### config.mk
export PLATFORM = sky130hd
export DESIGN_NAME = uart_rx_sequencer_flat
export DESIGN_NICKNAME = d
export VERILOG_FILES = /design/src/rtl/uart_rx_sequencer_if.sv /design/src/rtl/uart_rx_sequencer.sv /design/src/flat_wrapper.sv
export SDC_FILE = /design/constraint.sdc
export NUM_CORES = 1
export LEC_CHECK = 0
export BUFFER_PORTS_ARGS = -buffer_cell sky130_fd_sc_hd__buf_2
export CELL_PAD_IN_SITES_DETAIL_PLACEMENT = 2
export CELL_PAD_IN_SITES_GLOBAL_PLACEMENT = 2
export CORE_MARGIN = 2
export CORE_UTILIZATION = 36
export DETAILED_ROUTE_END_ITERATION = 10
export GPL_ROUTABILITY_DRIVEN = 0
export MAX_ROUTING_LAYER = met4
export PLACE_DENSITY_LB_ADDON = 0.05
export SYNTH_ARGS = -nofsm -noshare
export SYNTH_HDL_FRONTEND = slang
export SYNTH_SLANG_ARGS = --single-unit
export TNS_END_PERCENT = 1
### constraint.sdc
create_clock -name clock -period 2.2 [get_ports clock]
set_input_delay 0.22 -clock clock [delete_from_list [all_inputs] [get_ports clock]]
set_output_delay 0.22 -clock clock [all_outputs]
set_load 0.005 [all_outputs]
### src/rtl/uart_rx_sequencer_if.sv
// Receive-side byte handshake between the UART RX sequencer and its consumer.
// master: the sequencer (produces bytes and error pulses)
// slave : the byte consumer (drives rx_ready)
interface uart_rx_sequencer_if #(
    parameter int DATA_BITS = 8
) ();
    logic [DATA_BITS-1:0] rx_data;
    logic                 rx_valid;
    logic                 rx_ready;
    logic                 framing_error;
    logic                 overrun;

    modport master (
        output rx_data,
        output rx_valid,
        output framing_error,
        output overrun,
        input  rx_ready
    );

    modport slave (
        input  rx_data,
        input  rx_valid,
        input  framing_error,
        input  overrun,
        output rx_ready
    );
endinterface

### src/rtl/uart_rx_sequencer.sv
// UART receive sequencer: line synchroniser, bit-timing divider, start/data/stop
// framing and a one-byte holding register on a valid/ready handshake.
//
// state      | meaning
// -----------+-----------------------------------------------------------
// S_IDLE     | line idle, waiting for rx_s to fall
// S_START    | timing half a bit, start bit re-checked at mid-bit
// S_DATA     | sampling DATA_BITS data bits at one-bit spacing, LSB first
// S_STOP     | one bit period, then stop bit sampled
// S_WAIT_HIGH| stop bit was 0; hold off until the line returns high
module uart_rx_sequencer #(
    parameter int CLKS_PER_BIT = 434,
    parameter int DATA_BITS    = 8
) (
    input  logic                 clock,
    input  logic                 reset,
    input  logic                 rx_D,
    uart_rx_sequencer_if.master  rx_bus,
    output logic                 busy
);
    localparam int CNT_W = $clog2(CLKS_PER_BIT);
    localparam int BIT_W = $clog2(DATA_BITS);

    localparam logic [CNT_W-1:0] CNT_HALF = CNT_W'(CLKS_PER_BIT / 2 - 1);
    localparam logic [CNT_W-1:0] CNT_LAST = CNT_W'(CLKS_PER_BIT - 1);
    localparam logic [BIT_W-1:0] BIT_LAST = BIT_W'(DATA_BITS - 1);

    typedef enum logic [2:0] {
        S_IDLE,
        S_START,
        S_DATA,
        S_STOP,
        S_WAIT_HIGH
    } state_t;

    state_t               state_q, state_d;
    logic                 rx_meta_q, rx_s_q;
    logic [CNT_W-1:0]     cnt_q, cnt_d;
    logic [BIT_W-1:0]     bit_cnt_q, bit_cnt_d;
    logic [DATA_BITS-1:0] shift_q, shift_d;
    logic                 deliver_q, deliver_d;
    logic [DATA_BITS-1:0] data_q, data_d;
    logic                 valid_q, valid_d;
    logic                 fe_q, fe_d;
    logic                 ov_q, ov_d;

    // Two-flop synchroniser; idles high so reset never looks like a start bit.
    always_ff @(posedge clock) begin
        if (reset) begin
            rx_meta_q <= 1'b1;
            rx_s_q    <= 1'b1;
        end else begin
            rx_meta_q <= rx_D;
            rx_s_q    <= rx_meta_q;
        end
    end

    // State, timing, shift and holding registers.
    always_ff @(posedge clock) begin
        if (reset) begin
            state_q   <= S_IDLE;
            cnt_q     <= '0;
            bit_cnt_q <= '0;
            shift_q   <= '0;
            deliver_q <= 1'b0;
            data_q    <= '0;
            valid_q   <= 1'b0;
            fe_q      <= 1'b0;
            ov_q      <= 1'b0;
        end else begin
            state_q   <= state_d;
            cnt_q     <= cnt_d;
            bit_cnt_q <= bit_cnt_d;
            shift_q   <= shift_d;
            deliver_q <= deliver_d;
            data_q    <= data_d;
            valid_q   <= valid_d;
            fe_q      <= fe_d;
            ov_q      <= ov_d;
        end
    end

    // Frame sequencing plus delivery into the holding register.
    always_comb begin
        state_d   = state_q;
        cnt_d     = cnt_q + CNT_W'(1);
        bit_cnt_d = bit_cnt_q;
        shift_d   = shift_q;
        deliver_d = 1'b0;
        fe_d      = 1'b0;
        ov_d      = 1'b0;
        data_d    = data_q;
        valid_d   = valid_q;

        case (state_q)
            S_IDLE: begin
                cnt_d = '0;
                if (!rx_s_q) begin
                    state_d = S_START;
                end
            end
            S_START: begin
                if (cnt_q == CNT_HALF) begin
                    cnt_d = '0;
                    if (!rx_s_q) begin
                        state_d   = S_DATA;
                        bit_cnt_d = '0;
                    end else begin
                        state_d = S_IDLE;
                    end
                end
            end
            S_DATA: begin
                if (cnt_q == CNT_LAST) begin
                    cnt_d     = '0;
                    shift_d   = {rx_s_q, shift_q[DATA_BITS-1:1]};
                    bit_cnt_d = bit_cnt_q + BIT_W'(1);
                    if (bit_cnt_q == BIT_LAST) begin
                        state_d = S_STOP;
                    end
                end
            end
            S_STOP: begin
                if (cnt_q == CNT_LAST) begin
                    cnt_d = '0;
                    if (rx_s_q) begin
                        deliver_d = 1'b1;
                        state_d   = S_IDLE;
                    end else begin
                        fe_d    = 1'b1;
                        state_d = S_WAIT_HIGH;
                    end
                end
            end
            S_WAIT_HIGH: begin
                cnt_d = '0;
                if (rx_s_q) begin
                    state_d = S_IDLE;
                end
            end
            default: begin
                state_d = S_IDLE;
                cnt_d   = '0;
            end
        endcase

        // A completed byte lands one cycle after the stop sample; an accept in
        // that same cycle frees the holding register in time for it.
        if (deliver_q) begin
            if (!valid_q || rx_bus.rx_ready) begin
                data_d  = shift_q;
                valid_d = 1'b1;
            end else begin
                ov_d = 1'b1;
            end
        end else if (valid_q && rx_bus.rx_ready) begin
            valid_d = 1'b0;
        end
    end

    assign rx_bus.rx_data       = data_q;
    assign rx_bus.rx_valid      = valid_q;
    assign rx_bus.framing_error = fe_q;
    assign rx_bus.overrun       = ov_q;
    assign busy                 = (state_q != S_IDLE);

endmodule

### src/flat_wrapper.sv
// flat-port wrapper written by rule: the top's interface ports become plain ports
module uart_rx_sequencer_flat 
#(
    parameter int CLKS_PER_BIT = 434,
    parameter int DATA_BITS    = 8
)
  (clock, reset, rx_D, busy, rx_bus_rx_data, rx_bus_rx_valid, rx_bus_framing_error, rx_bus_overrun, rx_bus_rx_ready);
  uart_rx_sequencer_if #(.DATA_BITS(DATA_BITS)) rx_bus_i ();
  input  logic clock;
  input  logic reset;
  input  logic rx_D;
  output logic busy;
  output wire logic [$bits(rx_bus_i.rx_data)-1:0] rx_bus_rx_data;
  output wire logic [$bits(rx_bus_i.rx_valid)-1:0] rx_bus_rx_valid;
  output wire logic [$bits(rx_bus_i.framing_error)-1:0] rx_bus_framing_error;
  output wire logic [$bits(rx_bus_i.overrun)-1:0] rx_bus_overrun;
  input wire logic [$bits(rx_bus_i.rx_ready)-1:0] rx_bus_rx_ready;
  assign rx_bus_rx_data = rx_bus_i.rx_data;
  assign rx_bus_rx_valid = rx_bus_i.rx_valid;
  assign rx_bus_framing_error = rx_bus_i.framing_error;
  assign rx_bus_overrun = rx_bus_i.overrun;
  assign rx_bus_i.rx_ready = rx_bus_rx_ready;
  uart_rx_sequencer #(.CLKS_PER_BIT(CLKS_PER_BIT), .DATA_BITS(DATA_BITS)) u_core (.clock(clock), .reset(reset), .rx_D(rx_D), .rx_bus(rx_bus_i), .busy(busy));
endmodule
Word-level counts from Yosys, hierarchy flattened
Index checks and enable logic that the tools add are counted.
Cells by class
  add/sub/neg operators: 2
  reductions and logical operators: 15
  bitwise operators: 3
  multiplexer cells: 22
  equal/unequal tests: 15
Operators by type and width (count)
  2-to-1 mux 3 bit: 10
  2-to-1 mux 9 bit: 2
  case mux 9 bit (2 select lines): 1
  case mux 3 bit (5 select lines): 1
  inequality test 2 x 1 -> 1 bit, second input constant: 5
  adder 9 x 1 -> 9 bit, second input constant: 1
  equality test 9 x 8 -> 1 bit, second input constant: 1
  equality test 9 bit, second input constant: 1
  equality test 3 x 2 -> 1 bit, second input constant: 2
  equality test 3 bit, second input constant: 2
  2-to-1 mux 1 bit: 6
  inequality test 2 bit, second input constant: 3
  case mux 3 bit (2 select lines): 1
  AND reduction 2 bit: 3
  AND reduction 6 bit: 1
  AND reduction 4 bit: 1
  nonzero test 2 bit: 2
  OR reduction 2 bit: 2
  adder 3 x 1 -> 3 bit, second input constant: 1
  equality test 3 x 1 -> 1 bit, second input constant: 1
  logical NOT 3 bit: 1
  inverter 1 bit: 3
  nonzero test 3 bit: 1
  OR reduction 3 bit: 1
  other kinds (4): 4
Storage, ports and cells
  output and inout port bits: 12
  word-level logic and storage cells: 68
  flip-flop bits (word level): 37
  bits of input ports: 4

Longest topological paths before layout
Gate-level depths: netlist of run 1.
  depth after elaboration: 4
  mapped depth: 7
  depth with buffers taken out: 6

Worst setup path after synthesis of run 1
No wires, ideal clock.
  path type: reg-to-reg
  start point: register u_core.cnt_q[0]
  end point: register u_core.shift_q[0]
  setup time: 0.128 ns
  stages on the path, launching flop included: 7
  setup slack: 0.640 ns
  buffers on the path: 1
  clock period less this slack: 1.560 ns
  arrival time: 1.433 ns
  required time: 2.072 ns
  cells stage by stage: dfxtp_1 > ha_1 > nand4b_2 > nor4_4 > buf_6 > mux2i_1 > nor2_1
On the way
  longest elaborated chain between the ends: 2
RTL lines
  start, declared: line uart_rx_sequencer.sv:38  | logic [CNT_W-1:0] cnt_q, cnt_d;
  start signal, assigned: line uart_rx_sequencer.sv:72  | cnt_q <= cnt_d;
  equality test 9 bit: line uart_rx_sequencer.sv:114  | if (cnt_q == CNT_LAST) begin
  AND reduction 2 bit (no line)
  end signal, assigned: line uart_rx_sequencer.sv:74  | shift_q <= shift_d;
  end, declared: line uart_rx_sequencer.sv:40  | logic [DATA_BITS-1:0] shift_q, shift_d;
Every way passes these cells.
A chain may end at the register's enable or synchronous reset.

Final worst setup path of run 1
  start point: register u_core.cnt_q[0]
  end point: register u_core.bit_cnt_q[0]
On the way
  longest elaborated chain between the ends: 3
  elaborated cells on any way between the ends: 5
  those cells by class: 4 x eq/ne; 1 x reduce/logical
RTL lines
  equality test 9 bit / equality test 9 x 8 -> 1 bit (equally long branches): line uart_rx_sequencer.sv:114, uart_rx_sequencer.sv:103
  inequality test 2 x 1 -> 1 bit (no line)
  AND reduction 4 bit (no line) *
  end signal, assigned: line uart_rx_sequencer.sv:73  | bit_cnt_q <= bit_cnt_d;
  end, declared: line uart_rx_sequencer.sv:39  | logic [BIT_W-1:0] bit_cnt_q, bit_cnt_d;
Mark *: on every way between the ends. The rest lies on a longest branch, timed or not.

==> results of run 1 <==
## kinds of logic (layout without fill, tap and decap cells)
| group | after synthesis | after routing |
|---|---|---|
| buffers and inverters | 11 | 28 |
| flip-flops | 37 | 37 |
| multiplexers | 17 | 17 |
| AO/OA/AOI/OAI | 14 | 14 |
| adder cells (fa/ha/maj) | 5 | 5 |
| AND/OR/NAND/NOR | 69 | 69 |
| XOR/XNOR | 7 | 7 |
## power breakdown
part	switching, mW	internal (mW)
Sequential	0.00350	0.672
Combinational	0.0142	0.00864
Clock	0.226	0.249
## worst max-delay path: cells and delay by family (launching register included)
kind,cells,cell delay [ns]
and+or+nand+nor,2,0.41
DFF,1,0.42
adders and majority gates,1,0.22
AOI/OAI and AO/OA,2,0.36
buffers and inverters,1,0.26
## registers in the layout (all words and copies together), names as in the netlist
signal and cells:
u_core.bit_cnt_q 3, u_core.cnt_q 9, u_core.deliver_q 1, u_core.rx_bus.framing_error 1, u_core.rx_bus.overrun 1, u_core.rx_bus.rx_data 8, u_core.rx_bus.rx_valid 1, u_core.rx_meta_q 1
u_core.rx_s_q 1, u_core.shift_q 8, u_core.state_q 3
## synth_stat cells, types with 2 or more instances
cell	count	share of area, %
inv_1	5	1.2
buf_2	2	0.63
o21ai_0	3	0.95
clkbuf_1	3	0.71
nand2b_1	4	1.6
nand2_1	6	1.4
a21oi_1	3	0.95
mux2i_1	17	11
dfxtp_1	37	47
nand3_1	3	0.95
nor3_1	3	0.95
xor2_1	2	1.1
nor2_1	33	7.8
xnor2_1	5	2.8
nor4bb_1	2	1.3
nand3b_1	2	0.95
or2_2	2	0.79
ha_1	5	3.9
## routing by layer
metal	up-vias	track usage, %	routed length [um]
met3	5	4.473	95
met1	560	21.09	1677
li1	579	-	-
met4	0	5.556	36
met5	-	-	0
met2	12	25.47	1655
## final timing paths
check | startpoint | endpoint | slack [ns] | cells past startpoint
min | rx_D | u_core.rx_meta_q | 0.11 | 2
max | u_core.cnt_q[0] | u_core.bit_cnt_q[0] | 0.43 | 6
max reg2reg | u_core.cnt_q[0] | u_core.bit_cnt_q[0] | 0.43 | 6
min reg2reg | u_core.rx_meta_q | u_core.rx_s_q | 0.42 | 1
## per-stage QoR
stage	util (%)	area (sq um)	worst slack, ns
floorplan	-	1588	0.6396
detailed placement	39.66	1703	0.4270
global placement	39.66	1703	0.5132
finish	41.67	1789	0.4343
global route	41.67	1789	0.3163
CTS	41.67	1789	0.4137
## cell type report
class                           instances  area share, %
Clock buffer                            7          4.825
Inverter                                5          1.049
Timing Repair Buffer                   16          4.615
Tap cell                               52          3.636
Multi-Input combinational cell        112          44.48
Sequential cell                        37          41.40
==> flow_metrics.py, run 1 <==
metrics = {
    "floorplan": {
        "io_pins": 16,
        "rows": 24,
        "dieArea_sq_um": 4958,
        "fp.coreArea_sq_um": 4294,
        "die_h_um": 70.41,
        "fp.dieW_um": 70.41,
        "initial_core_util_pct": 36.98,
    },
    "timing": {
        "final_max_slew_viol_count": 0,
        "hold_slack_ns": 0.1139,
        "worst_pin_slew_ns": 0.5747,
        "setup_tns_ns": 0,
        "finalSetupViolCount": 0,
        "min_period_over_period_pct": 80.26,
        "max_clock_freq_mhz": 566.4,
        "hold_viol_final": 0,
        "rsz0062_at_grt": "no",
        "max_slew_margin_pct": 61.68,
        "skew_ns": 0.004262,
        "period_needed_ns": 1.766,
    },
    "final_layout": {
        "final_cell_mix": "37 x dfxtp_1, 33 x nor2_1, 17 x mux2i_1, 15 x buf_2",
        "nets": 186,
        "instances_no_fill": 229,
        "multi_input_area_sq_um": 795.8,
        "final_layout_size_suffix_gt1_share_pct": 17.51,
        "seq_area_sq_um": 740.7,
        "areaGrowthSynthToFinish_pct": 12.69,
        "n_antenna_cell": 0,
        "final_common_cell": "dfxtp_1",
        "fill_cells": 482,
    },
    "place": {
        "io_buffers": 15,
        "dp_cells": 222,
        "post-dp-hpwl_um": 2486,
    },
    "synth": {
        "synth_compound_area_share_pct": 6.698,
        "yosysUniqueCellTypes": 41,
        "synth_area_sq_um": 1588,
        "yosys.area_share.simple_pct": 24.90,
        "synth_xor_area_share_pct": 3.861,
        "synth_top_flop_cell": "dfxtp_1",
        "yosysWarnings": 0,
        "syn_avg_cell_area_sq_um": 9.924,
        "synth_top_family_by_area": "simple AND/OR/NAND/NOR gates",
        "synth_seq_cells": 37,
        "ys_seq_area_share_pct": 46.65,
        "synthMuxAreaShare_pct": 10.72,
        "synth_adder_area_share_pct": 3.940,
        "synth_edf_count": 0,
        "ys_async_sr_fraction_pct": 0,
        "syn_nets": 169,
        "syn-instance-count": 160,
    },
    "clock_tree": {
        "cts_tree": "built",
        "cts_max_level": 2,
        "cts_hold_buffers": 0,
        "path_clk_slew_ns": 0.07,
        "clock_sinks": 37,
        "cts_root_buf": "clkbuf_8",
        "insertion_delay_ns": 0.28,
        "clock_path_buffers": 2,
        "post_cts_buffers": 0,
        "cts_inserted_buffers": 5,
        "cts_resized": 0,
    },
    "grt": {
        "grt_max_degree": 34,
        "overflow": 0,
        "grt_pass1_wl_um": 6299,
        "antenna_found_initial": 0,
        "grt_pass1_vias": 1242,
        "grt_usage_pct": 16.57,
    },
    "route": {
        "antenna_left": 0,
        "route.detailed.drc": 0,
        "wl_um": 3465,
        "dr.pass1.iters": 4,
        "wl_per_cell_um": 15.13,
        "vias": 1156,
        "drtIter0Drc": 36,
        "vias_per_cell": 5.048,
    },
    "min_path": {
        "min-delay-path-class": "input port to flip-flop",
    },
    "critical_path": {
        "crit_required_ns": 2.38,
        "cp.arrival_ns": 1.95,
        "crit_type": "flip-flop to flip-flop",
        "cp_slowest_cell": "dfxtp_1",
        "cpPeakStageDelay_ns": 0.42,
        "crit_fanout": 12,
        "cp-start-kind": "flip-flop",
        "path_cells": "ha_1 -> nand4b_2 -> nor4_4 -> buf_4 -> a21o_2 -> a2bb2o_4",
        "cp-end-kind": "flip-flop",
    },
    "pwr": {
        "leakage_nw": 0.7204,
        "peakVddDrop_mv": 0.2653,
        "p_per_area_nw_per_um2": 655.8,
        "p_total_mw": 1.173,
    },
    "job": {
        "max_cap_viol_count": 0,
    },
    "status": {
        "status": "finished clean",
    },
}
Note: power is estimated with default switching activity, not from simulation.
==> inputs of run 2 (changes only) <==
--- a/config.mk
+++ b/config.mk
@@ -9,7 +9,7 @@
 export CELL_PAD_IN_SITES_DETAIL_PLACEMENT = 2
 export CELL_PAD_IN_SITES_GLOBAL_PLACEMENT = 2
 export CORE_MARGIN = 2
-export CORE_UTILIZATION = 36
+export CORE_UTILIZATION = 33
 export DETAILED_ROUTE_END_ITERATION = 10
 export GPL_ROUTABILITY_DRIVEN = 0
 export MAX_ROUTING_LAYER = met4
==> constraint.sdc (replaced) <==
create_clock -name clock -period 1.4 [get_ports clock]
set_input_delay 0.14 -clock clock [delete_from_list [all_inputs] [get_ports clock]]
set_output_delay 0.14 -clock clock [all_outputs]
set_load 0.005 [all_outputs]
==> flow_metrics.py, run 2 (synthesis results as in run 1) <==
metrics = {
    "critical_path": {
        "path_cells": "inv_2 -> ha_2 -> nand2b_4 -> nor4_2 -> buf_4 -> a21o_2 -> a2bb2o_4",
        "cpPeakStageDelay_ns": 0.33,
        "cp_slowest_cell": "dfxtp_2",
        "cp-end-kind": "flip-flop",
        "rrSetupSlack_ns": -0.13,
        "cp_top_family": "compound AO/OA/AOI/OAI gates",
        "crit_fanout": 3,
        "cp.arrival_ns": 1.71,
        "cp-start-kind": "flip-flop",
        "crit_required_ns": 1.58,
        "path_buf_inv": 2,
        "crit_type": "flip-flop to flip-flop",
    },
    "final_layout": {
        "fin_area_sq_um": 2103,
        "instances_no_fill": 258,
        "final_common_cell": "nor2_1",
        "final_layout_size_suffix_gt1_share_pct": 37.25,
        "largest_reg_flops": 9,
        "final_util_pct": 44.83,
        "nets": 212,
        "areaGrowthSynthToFinish_pct": 32.47,
        "max_flop_register": "u_core.cnt_q",
        "n_antenna_cell": 0,
        "fill_cells": 505,
        "final_cell_mix": "33 x nor2_1, 30 x dfxtp_1, 24 x buf_4, 16 x mux2i_1, 15 x buf_2",
    },
    "clock_tree": {
        "cts_root_buf": "clkbuf_8",
        "cts_inserted_buffers": 5,
        "clock_sinks": 37,
        "clock_path_buffers": 2,
        "post_cts_buffers": 0,
        "cts_max_level": 2,
        "insertion_delay_ns": 0.29,
        "cts_tree": "built",
        "path_clk_slew_ns": 0.07,
    },
    "grt": {
        "grt_usage_pct": 17.83,
        "grt_max_degree": 23,
        "antenna_found_initial": 0,
        "grt_pass1_wl_um": 6906,
        "grt_pass1_vias": 1443,
        "overflow": 0,
    },
    "floorplan": {
        "die_h_um": 73.37,
        "fp.dieW_um": 73.37,
        "fp.coreArea_sq_um": 4692,
        "dieArea_sq_um": 5382,
        "initial_core_util_pct": 33.84,
        "rows": 25,
        "io_pins": 16,
    },
    "route": {
        "route.detailed.drc": 0,
        "wl_um": 4116,
        "antenna_left": 0,
        "vias_per_cell": 4.857,
        "wl_per_cell_um": 15.95,
        "vias": 1253,
        "dr.pass1.iters": 2,
        "drtIter0Drc": 34,
    },
    "timing": {
        "max_clock_freq_mhz": 652.3,
        "setup_tns_ns": -1.776,
        "skew_ns": 0.004728,
        "max_slew_margin_pct": 78.65,
        "period_needed_ns": 1.533,
        "min_period_over_period_pct": 109.5,
        "finalSetupViolCount": 25,
        "hold_viol_final": 0,
        "worst_pin_slew_ns": 0.3179,
        "final_max_slew_viol_count": 0,
        "rsz0062_at_grt": "yes",
        "hold_slack_ns": 0.05138,
        "setup_slack_ns": -0.1332,
    },
    "pwr": {
        "leakage_nw": 0.8970,
        "p_total_mw": 1.823,
        "peakVddDrop_mv": 0.5705,
        "p_per_area_nw_per_um2": 866.6,
    },
    "job": {
        "max_cap_viol_count": 0,
    },
    "place": {
        "post-dp-hpwl_um": 3079,
        "dpl-instance-area_sq_um": 1939,
        "io_buffers": 15,
        "dp_cells": 250,
        "place_ws_ns": -0.2359,
    },
    "status": {
        "violations": "negative setup slack",
        "status": "finished, violations left",
    },
    "min_path": {
        "min-delay-path-class": "input port to flip-flop",
    },
}
-- run 2: final timing paths --
kind,startpoint,depth (start not counted),endpoint
worst max-delay path,u_core.cnt_q[1],7,u_core.bit_cnt_q[0]
worst min-delay path,rx_D,2,u_core.rx_meta_q
worst max register to register,u_core.cnt_q[1],7,u_core.bit_cnt_q[0]
worst min register to register,u_core.rx_meta_q,1,u_core.rx_s_q
-- run 2: layout make-up --
class	instances	area [sq um]	share of cell area, %
multi-input combinational	112	878.3	41.76
sequential	37	749.5	35.63
timing repair buffer	42	306.5	14.57
clock buffer	6	72.57	3.450
tap	54	67.56	3.212
inverter	5	18.77	0.8923
clock inverter	2	10.01	0.4759
-- run 2: where the power goes --
| group | total, mW | internal [mW] | switching (mW) |
|---|---|---|---|
| Combinational | 0.0521 | 0.0236 | 0.0285 |
| Clock | 0.710 | 0.345 | 0.365 |
| Sequential | 1.06 | 1.06 | 0.00450 |
-- run 2: routing by layer --
metal  global-route usage, %  part of all wire (%)  vias up  wire, um
li1                        -                     -      629         -
met5                       -                     0        -         0
met2                   31.83                    54       12      2226
met3                   4.938                   2.6        5       106
met1                   19.38                    42      607      1734
met4                   4.848                   1.2        0        49
-- run 2: repair_timing --
action | 4_1_cts | 5_1_grt
endpoints found under the setup margin | 26 | 26
hold buffers | 0 | 0
gates resized for setup | 12 | 8
pin swaps | 2 | 2
==> inputs of run 3 (changes only) <==
--- a/config.mk
+++ b/config.mk
@@ -10,6 +10,7 @@
 export CELL_PAD_IN_SITES_GLOBAL_PLACEMENT = 2
 export CORE_MARGIN = 2
 export CORE_UTILIZATION = 33
+export CTS_BUF_LIST = sky130_fd_sc_hd__clkbuf_16
 export DETAILED_ROUTE_END_ITERATION = 10
 export GPL_ROUTABILITY_DRIVEN = 0
 export MAX_ROUTING_LAYER = met4
==> constraint.sdc (replaced) <==
create_clock -name clock -period 1.29 [get_ports clock]
set_input_delay 0.129 -clock clock [delete_from_list [all_inputs] [get_ports clock]]
set_output_delay 0.129 -clock clock [all_outputs]
set_load 0.005 [all_outputs]
==> flow_metrics.py, run 3 (synthesis results as in run 1) <==
metrics = {
    "grt": {
        "overflow": 0,
        "grt_pass1_vias": 1437,
        "antenna_found_initial": 0,
        "grt_usage_pct": 17.73,
        "grt_max_degree": 23,
        "grt_pass1_wl_um": 6893,
    },
    "clock_tree": {
        "cts_inserted_buffers": 5,
        "path_clk_slew_ns": 0.05,
        "cts_tree": "built",
        "cts_max_level": 2,
        "cts_root_buf": "clkbuf_16",
        "insertion_delay_ns": 0.27,
        "clock_sinks": 37,
        "clock_path_buffers": 2,
        "cts_hold_buffers": 0,
    },
    "floorplan": {
        "io_pins": 16,
        "fp.dieW_um": 73.37,
        "dieArea_sq_um": 5382,
        "initial_core_util_pct": 33.84,
        "fp.coreArea_sq_um": 4692,
        "rows": 25,
        "die_h_um": 73.37,
    },
    "timing": {
        "final_max_slew_viol_count": 0,
        "setup_slack_ns": -0.2291,
        "rsz0062_at_grt": "yes",
        "skew_ns": 0.003061,
        "max_slew_margin_pct": 78.40,
        "min_period_over_period_pct": 117.8,
        "hold_viol_final": 0,
        "finalSetupViolCount": 26,
        "period_needed_ns": 1.519,
        "hold_slack_ns": 0.03928,
        "max_clock_freq_mhz": 658.3,
        "worst_pin_slew_ns": 0.3216,
    },
    "status": {
        "status": "finished, violations left",
        "violations": "negative setup slack",
    },
    "critical_path": {
        "crit_required_ns": 1.46,
        "cp-start-kind": "flip-flop",
        "crit_fanout": 3,
        "cp-end-kind": "flip-flop",
        "crit_type": "flip-flop to flip-flop",
        "cp.arrival_ns": 1.69,
    },
    "pwr": {
        "leakage_nw": 0.9441,
        "p_per_area_nw_per_um2": 1055,
        "peakVddDrop_mv": 0.5591,
        "p_total_mw": 2.315,
    },
    "final_layout": {
        "fin_area_sq_um": 2195,
        "areaGrowthSynthToFinish_pct": 38.22,
        "fill_cells": 510,
        "max_flop_register": "u_core.cnt_q",
        "largest_reg_flops": 9,
        "instances_no_fill": 261,
        "final_common_cell": "nor2_1",
        "final_util_pct": 46.77,
        "n_antenna_cell": 0,
        "final_cell_mix": "33 x nor2_1, 29 x dfxtp_1, 26 x buf_4, 17 x mux2i_1, 15 x buf_2",
        "final_layout_size_suffix_gt1_share_pct": 37.68,
        "nets": 216,
    },
    "route": {
        "vias": 1278,
        "vias_per_cell": 4.897,
        "dr.pass1.iters": 4,
        "drtIter0Drc": 21,
        "route.detailed.drc": 0,
        "wl_um": 4067,
        "wl_per_cell_um": 15.58,
        "antenna_left": 0,
    },
    "min_path": {
        "min-delay-path-class": "input port to flip-flop",
    },
    "place": {
        "dpl-instance-area_sq_um": 1982,
        "io_buffers": 15,
        "dp_cells": 254,
        "post-dp-hpwl_um": 3075,
    },
    "job": {
        "max_cap_viol_count": 0,
    },
}
run 3: cell count changes in the layout (fill, tap and decap cells not counted), moves of 2 or more:
cell and change:
clkbuf_16 +5, clkbuf_8 -5, buf_4 +2, clkinv_2 -2
inv_1 +2, nand2b_4 -2, o21ai_0 +2, o21ai_1 -2
run 3: cell type report:
| class | count | area, sq um | area share, % |
|---|---|---|---|
| timing repair buffer | 46 | 352.8 | 16.08 |
| sequential | 37 | 750.7 | 34.21 |
| clock inverter | 2 | 7.507 | 0.3421 |
| tap | 54 | 67.56 | 3.079 |
| clock buffer | 5 | 125.1 | 5.701 |
| multi-input combinational | 112 | 872.1 | 39.74 |
| inverter | 5 | 18.77 | 0.8552 |
run 3: timing repair:
action | in CTS | in global routing
pin swaps | 2 | 1
setup endpoints to repair | 26 | 26
gates resized for setup | 11 | 7
buffers inserted | 0 | 0
run 3: metal layers:
layer  share of wire, %  up-vias  global-route usage, %
met3                2.4        6                  4.252
met5                  0        -                      -
met4                1.2        0                  6.061
met1                 42      622                  19.70
li1                   -      636                      -
met2                 54       14                  31.03
run 3: per-stage QoR:
stage | setup WS [ns] | setup TNS (ns)
6_report | -0.2291 | -4.431
2_1_floorplan | -0.1576 | -1.745
3_5_place_dp | -0.3175 | -5.228
4_1_cts | -0.2396 | -5.303
5_1_grt | -0.3433 | -7.216
3_3_place_gp | -0.1918 | -3.547
run 3: worst paths after layout:
path	from	endpoint	slack [ns]	depth (start not counted)
worst min register to register	u_core.rx_meta_q	u_core.rx_s_q	0.41	1
worst max register to register	u_core.cnt_q[0]	u_core.bit_cnt_q[0]	-0.23	7
worst max-delay path	u_core.cnt_q[0]	u_core.bit_cnt_q[0]	-0.23	7
worst min-delay path	rx_D	u_core.rx_meta_q	0.04	2
run 3: worst max-delay path, cell delays in order (launching register included):
cell and delay (ns):
dfxtp_2 0.34, inv_1 0.06, ha_1 0.15, nand2b_1 0.11, nor4_2 0.23, buf_4 0.15
a21o_2 0.15, a2bb2o_4 0.21
run 3: power by group:
group / switching, mW / internal, mW
registers: 0.00499 / 1.15
logic: 0.0309 / 0.0250
clock network: 0.416 / 0.690
total: 0.452 / 1.86
